## src/rtl/traffic_light_monitor.sv

```systemverilog
// rtl/traffic_light_monitor.sv - passive phase/dwell checker for traffic-light lamp outputs
// Optional feature macro: TLM_DWELL_CHECK_EN (early/late dwell checks)
module traffic_light_monitor #(
  parameter int COUNT_WIDTH   = 32,
  parameter int GLOW_RED      = 48,
  parameter int GLOW_YELLOW_1 = 12,
  parameter int GLOW_GREEN    = 48,
  parameter int GLOW_YELLOW_2 = 12,
  parameter int CYC_WIDTH     = 16
) (
  input  logic                 i_clk,
  input  logic                 i_rst_n,
  input  logic                 i_red,
  input  logic                 i_yellow,
  input  logic                 i_green,
  input  logic                 i_clr,
  output logic                 o_locked,
  output logic [1:0]           o_phase,
  output logic                 o_err,
  output logic [2:0]           o_err_code,
  output logic                 o_err_sticky,
  output logic [CYC_WIDTH-1:0] o_cycles
);

  // Low two bits equal the reported phase number; bit 2 marks the unlocked state,
  // so o_locked and o_phase come straight off the state flops.
  typedef enum logic [2:0] {
    ST_RED      = 3'b000,
    ST_YELLOW_2 = 3'b001,
    ST_GREEN    = 3'b010,
    ST_YELLOW_1 = 3'b011,
    ST_SYNC     = 3'b100
  } state_t;

  typedef enum logic [1:0] {
    LAMP_NONE = 2'd0,
    LAMP_R    = 2'd1,
    LAMP_Y    = 2'd2,
    LAMP_G    = 2'd3
  } lamp_t;

  localparam logic [2:0] ERR_ILLEGAL = 3'd1;
  localparam logic [2:0] ERR_ORDER   = 3'd2;
`ifdef TLM_DWELL_CHECK_EN
  localparam logic [2:0] ERR_EARLY   = 3'd3;
  localparam logic [2:0] ERR_LATE    = 3'd4;
`endif

  state_t                 state, state_nx;
  lamp_t                  prev_lamp, prev_lamp_nx;
  lamp_t                  last_non_y, last_non_y_nx;
  logic                   err_q, err_nx;
  logic [2:0]             code_q, code_nx;
  logic                   sticky_q, sticky_nx;
  logic [CYC_WIDTH-1:0]   cycles_q, cycles_nx;
`ifdef TLM_DWELL_CHECK_EN
  logic [COUNT_WIDTH-1:0] dwell, dwell_nx;
  logic [COUNT_WIDTH-1:0] glow;
`endif

  logic       sample_valid;
  lamp_t      sample_lamp;
  lamp_t      own_lamp;
  lamp_t      succ_lamp;
  logic       err_hit;
  logic [2:0] err_kind;
  logic       advance;
  logic       cyc_inc;

  // Decode the lamp sample and the lamps expected for the current phase.
  always_comb begin
    sample_valid = 1'b0;
    sample_lamp  = LAMP_NONE;
    case ({i_red, i_yellow, i_green})
      3'b100:  begin sample_valid = 1'b1; sample_lamp = LAMP_R; end
      3'b010:  begin sample_valid = 1'b1; sample_lamp = LAMP_Y; end
      3'b001:  begin sample_valid = 1'b1; sample_lamp = LAMP_G; end
      default: begin sample_valid = 1'b0; sample_lamp = LAMP_NONE; end
    endcase
    own_lamp  = LAMP_NONE;
    succ_lamp = LAMP_NONE;
    case (state)
      ST_RED:      begin own_lamp = LAMP_R; succ_lamp = LAMP_Y; end
      ST_YELLOW_2: begin own_lamp = LAMP_Y; succ_lamp = LAMP_G; end
      ST_GREEN:    begin own_lamp = LAMP_G; succ_lamp = LAMP_Y; end
      ST_YELLOW_1: begin own_lamp = LAMP_Y; succ_lamp = LAMP_R; end
      default:     begin own_lamp = LAMP_NONE; succ_lamp = LAMP_NONE; end
    endcase
`ifdef TLM_DWELL_CHECK_EN
    case (state)
      ST_RED:      glow = COUNT_WIDTH'(GLOW_RED);
      ST_YELLOW_2: glow = COUNT_WIDTH'(GLOW_YELLOW_2);
      ST_GREEN:    glow = COUNT_WIDTH'(GLOW_GREEN);
      default:     glow = COUNT_WIDTH'(GLOW_YELLOW_1);
    endcase
`endif
  end

  // Next-state, lamp history, error classification and output register inputs.
  always_comb begin
    state_nx      = state;
    prev_lamp_nx  = sample_valid ? sample_lamp : LAMP_NONE;
    last_non_y_nx = last_non_y;
    err_hit       = 1'b0;
    err_kind      = 3'd0;
    advance       = 1'b0;
    cyc_inc       = 1'b0;
`ifdef TLM_DWELL_CHECK_EN
    dwell_nx      = dwell;
`endif
    if (!sample_valid) begin
      last_non_y_nx = LAMP_NONE;
    end else if (sample_lamp != LAMP_Y) begin
      last_non_y_nx = sample_lamp;
    end

    if (state == ST_SYNC) begin
      if (sample_valid) begin
        if (prev_lamp == LAMP_R && sample_lamp == LAMP_Y) begin
          state_nx = ST_YELLOW_2;
        end else if (prev_lamp == LAMP_G && sample_lamp == LAMP_Y) begin
          state_nx = ST_YELLOW_1;
        end else if (prev_lamp == LAMP_Y && sample_lamp == LAMP_G && last_non_y == LAMP_R) begin
          state_nx = ST_GREEN;
        end else if (prev_lamp == LAMP_Y && sample_lamp == LAMP_R && last_non_y == LAMP_G) begin
          state_nx = ST_RED;
        end
`ifdef TLM_DWELL_CHECK_EN
        dwell_nx = COUNT_WIDTH'(1);
`endif
      end
    end else if (!sample_valid) begin
      err_hit  = 1'b1;
      err_kind = ERR_ILLEGAL;
    end else if (sample_lamp == own_lamp) begin
`ifdef TLM_DWELL_CHECK_EN
      if (dwell == glow) begin
        err_hit  = 1'b1;
        err_kind = ERR_LATE;
      end else begin
        dwell_nx = dwell + 1'b1;
      end
`endif
    end else if (sample_lamp == succ_lamp) begin
`ifdef TLM_DWELL_CHECK_EN
      if (dwell < glow) begin
        err_hit  = 1'b1;
        err_kind = ERR_EARLY;
      end else begin
        advance = 1'b1;
      end
`else
      advance = 1'b1;
`endif
    end else begin
      err_hit  = 1'b1;
      err_kind = ERR_ORDER;
    end

    if (advance) begin
      state_nx = state_t'({1'b0, state[1:0] + 2'd1});
      cyc_inc  = (state == ST_YELLOW_1);
`ifdef TLM_DWELL_CHECK_EN
      dwell_nx = COUNT_WIDTH'(1);
`endif
    end
    if (err_hit) begin
      state_nx = ST_SYNC;
`ifdef TLM_DWELL_CHECK_EN
      dwell_nx = '0;
`endif
    end

    // Clear first so that an error or cycle completion in the same cycle wins.
    err_nx    = err_hit;
    code_nx   = code_q;
    sticky_nx = sticky_q;
    cycles_nx = cycles_q;
    if (i_clr) begin
      code_nx   = 3'd0;
      sticky_nx = 1'b0;
      cycles_nx = '0;
    end
    if (err_hit) begin
      code_nx   = err_kind;
      sticky_nx = 1'b1;
    end
    if (cyc_inc) begin
      cycles_nx = cycles_nx + 1'b1;
    end
  end

  // State and output registers with asynchronous active-low reset.
  always_ff @(posedge i_clk or negedge i_rst_n) begin
    if (!i_rst_n) begin
      state      <= ST_SYNC;
      prev_lamp  <= LAMP_NONE;
      last_non_y <= LAMP_NONE;
      err_q      <= 1'b0;
      code_q     <= 3'd0;
      sticky_q   <= 1'b0;
      cycles_q   <= '0;
`ifdef TLM_DWELL_CHECK_EN
      dwell      <= '0;
`endif
    end else begin
      state      <= state_nx;
      prev_lamp  <= prev_lamp_nx;
      last_non_y <= last_non_y_nx;
      err_q      <= err_nx;
      code_q     <= code_nx;
      sticky_q   <= sticky_nx;
      cycles_q   <= cycles_nx;
`ifdef TLM_DWELL_CHECK_EN
      dwell      <= dwell_nx;
`endif
    end
  end

  assign o_locked     = ~state[2];
  assign o_phase      = state[1:0];
  assign o_err        = err_q;
  assign o_err_code   = code_q;
  assign o_err_sticky = sticky_q;
  assign o_cycles     = cycles_q;

endmodule

```

## config.mk

```make
export PLATFORM = sky130hd
export DESIGN_NAME = traffic_light_monitor
export DESIGN_NICKNAME = d
export VERILOG_FILES = /design/src/rtl/traffic_light_monitor.sv
export SDC_FILE = /design/constraint.sdc
export NUM_CORES = 1
export LEC_CHECK = 0
export ABC_CLOCK_PERIOD_IN_PS = 4310
export CAP_MARGIN = 25
export CORE_UTILIZATION = 45
export CTS_CLUSTER_SIZE = 10
export DETAILED_ROUTE_END_ITERATION = 7
export HOLD_SLACK_MARGIN = 0.1
export PLACE_DENSITY = 0.75
export SLEW_MARGIN = 20
export SYNTH_ARGS = -nofsm -noshare
export SYNTH_HDL_FRONTEND = slang
export SYNTH_SLANG_ARGS = --single-unit
```

## constraint.sdc

```tcl
create_clock -name i_clk -period 4.31 [get_ports i_clk]
set_input_delay 0.862 -clock i_clk [delete_from_list [all_inputs] [get_ports i_clk]]
set_output_delay 0.862 -clock i_clk [all_outputs]
set_load 0.1 [all_outputs]
```

==> flow_summary_export.csv <==
group,metric,value,unit
yosys,synth.most_common_cell,"dfrtp_1",
drt,drtAntennaViolNets,0,
yosys,synth_seq_cells,27,
grt,grt.total_usage,18.0,%
drt,first_pass_iters,4,
clocking,path_clk_slew,90,ps
floorplanning,std_cell_rows,22,
final_layout,drive_above_1_share,13.7,%
setup_path,crit_top_cell,"nor2_1",
timing,maxSlewViolCount,0,
setup_path,critPathSlowestCell,"clkdlybuf4s50_1",
timing,setup_viol,0,
clocking,cts_buffer_depth,2,
clocking,cts_made_buffers,3,
outcome,status,"complete, no violations",
final_layout,regArea,677,sq um
hold_path,min-delay-start,"last_non_y[0]$_DFFE_PN0P_",
drt,drt_wl_total,3560,microns
clocking,cts_sinks,27,
timing,clock_skew,1.89,ps
placed_design,hpwl,2600,microns
clocking,cts_tree,"done",
floorplanning,die_area,4270,sq um
yosys,syn_area,1810,sq um
floorplanning,die_h,65.4,microns
yosys,synth_top_area_cell,"dfrtp_1",
timing,rsz0062_at_grt,"no",
setup_path,arrival,3390,ps
drt,drt_iter0_markers,98,
timing,period_share,74.8,%
setup_path,end_kind,"flip-flop",
yosys,syn_area_per_cell,9.61,sq um
run,maxCapViolCount,0,
yosys,synth_warnings,0,
pwr,irDropWorstVdd,0.174,mV
drt,avgRoutedWirePerCell,13.8,microns
setup_path,slowest_delay,800,ps
timing,hold_viol_final,0,
pwr,power_density,473,nW/um^2
grt,grt_pass1_wl,5950,microns
yosys,synth_ff_type,"dfrtp_1",
setup_path,cp_max_fo,18,
floorplanning,core_area,3740,sq um
grt,grt_pass1_vias,1249,
placed_design,dpl.cell_count,255,
grt,antenna_found_initial,0,
final_layout,layout.nets,223,
clocking,worstSkewPairLatency,270,ps
clocking,cts_resized,0,
yosys,netlist_top_cells_area,"dfrtp_1 36%, xnor2_1 5.3%, nor2_1 3.7%, ha_1 3.5%, nor4_2 3.5%",
floorplanning,io_pins,30,
yosys,syn_nets,199,
grt,overflow,0,
final_layout,multiInputGateArea,1020,sq um
yosys,synth_edf_count,0,
floorplanning,die-width,65.4,microns
yosys,synth.top_cells.by_count,"26 x dfrtp_1, 18 x nor2_1, 11 x a21oi_1, 11 x nand2_1, 11 x xnor2_1",
placed_design,port_buffers,28,
timing,relSlewSlack,33.8,%
clocking,cts_setup_buffers,0,
placed_design,gp_congestion,0.787,
setup_path,cp.required,4480,ps
timing,tightest_slew,990,ps
drt,drc,0,
yosys,synth_cell_type_count,56,
clocking,cts_root_buffer,"clkbuf_8",
yosys,ys_seq_area_share,37.5,%
yosys,netlist_instances,188,
pwr,p_leak,0.821,nW
timing,setup_tns,0,ps
yosys,async_flop_share,100,%
timing,period_needed,3220,ps
floorplanning,initial_utilization,48.3,%
setup_path,worstPathCellList,"clkdlybuf4s50_1 > nor2_1 > and4b_1 > a211oi_4 > nor2_1 > a211o_1 > and3_1",
setup_path,startpoint,"i_yellow",
drt,num_vias,1407,
final_layout,nFillCells,367,
drt,viasPerCell,5.43,
setup_path,reg2reg_from,"state[0]$_DFFE_PN0P_",
timing,max_freq,0.310,GHz
clocking,ctsHoldBuffers,0,
grt,grt_max_degree,28,
clocking,htreeDepth,1,
final_layout,diodes,0,
final_layout,area_growth,17.7,%
hold_path,holdCritPathClass,"reg2reg",
yosys,synth_top_area_share,36.0,%
final_layout,fin_cells,259,
setup_path,critPathLaunchType,"input port",
setup_path,worstSetupPathType,"in2reg",
-- metrics by stage --
stage	setup slack (ps)	power, W	utilization, %	hold slack (ps)	instance area [sq um]
finish	1090	0.00101	56.8	484	2130
global route	881	0.00107	56.8	501	2130
floorplan	1910	0.000770	-	442	1810
CTS	1080	0.00101	56.8	490	2130
detailed placement	815	0.000872	55.6	469	2080
global placement	886	0.000869	55.6	464	2080
-- per-layer routing --
| metal | global-route usage, % | vias to the layer above | share of wire, % |
|---|---|---|---|
| met5 | 0 | - | 0 |
| met4 | 6.25 | 0 | 0.42 |
| met3 | 2.08 | 2 | 2.6 |
| met2 | 26.9 | 16 | 48 |
| met1 | 26.5 | 673 | 49 |
| li1 | - | 716 | - |
-- sequential cells by signal, indices dropped and copies added, names as in the netlist --
register      flops
o_err             1
o_err_code        2
o_cycles         16
last_non_y        2
state             3
prev_lamp         2
o_err_sticky      1
-- placed cells by master, fill, tap and decap left out, types with 4 or more instances in the layout --
cell	instances
nand3_1	7
nor4_2	5
nand2b_1	5
o31ai_1	4
nor2_1	18
or4_1	5
a21oi_1	11
nor2b_1	4
dfrtp_1	26
inv_1	7
xnor2_1	11
ha_1	5
clkdlybuf4s50_1	28
o21ai_0	4
nand2_1	11
nor3_1	6
-- report_power, final --
group	total (W)	switching, W	leakage [nW]	internal (W)
registers	0.000322	0.0000355	0.365	0.000286
clock network	0.000142	0.0000756	0.0228	0.0000661
logic	0.000542	0.000385	0.432	0.000157
-- cells by family after synthesis --
| kind of cell | Yosys count | synth area share (%) |
|---|---|---|
| compound gates | 37 | 15.6 |
| xor+xnor | 12 | 5.82 |
| fa+ha+maj | 5 | 3.46 |
| buf+inv | 19 | 6.30 |
| flops | 27 | 37.5 |
| mux | 2 | 1.18 |
| other cells | 1 | 0.208 |
| simple gates | 85 | 30.0 |
-- layout make-up --
type / count / share of cell area, %
Multi-Input combinational cell: 142 / 47.8
Timing Repair Buffer: 31 / 14.2
Tap cell: 48 / 2.82
Inverter: 7 / 1.24
Sequential cell: 27 / 31.8
Clock buffer: 4 / 2.12
-- worst paths after layout --
path	to	slack [ps]	cells past startpoint
max in group asynchronous	state[2]$_DFFE_PN1P_	3060	2
min reg2reg	last_non_y[0]$_DFFE_PN0P_	480	1
max reg2reg	state[0]$_DFFE_PN0P_	1520	8
min	last_non_y[0]$_DFFE_PN0P_	480	1
max	state[0]$_DFFE_PN0P_	1090	7
min in group asynchronous	o_cycles[14]$_DFF_PN0_	960	2
-- critical path, delay by kind of cell --
| kind | cells | cell delay, ps |
|---|---|---|
| and+or+nand+nor | 4 | 710 |
| buffers and inverters | 1 | 800 |
| AOI/OAI and AO/OA | 2 | 1010 |
No activity file was read; power rests on OpenSTA's default activity.
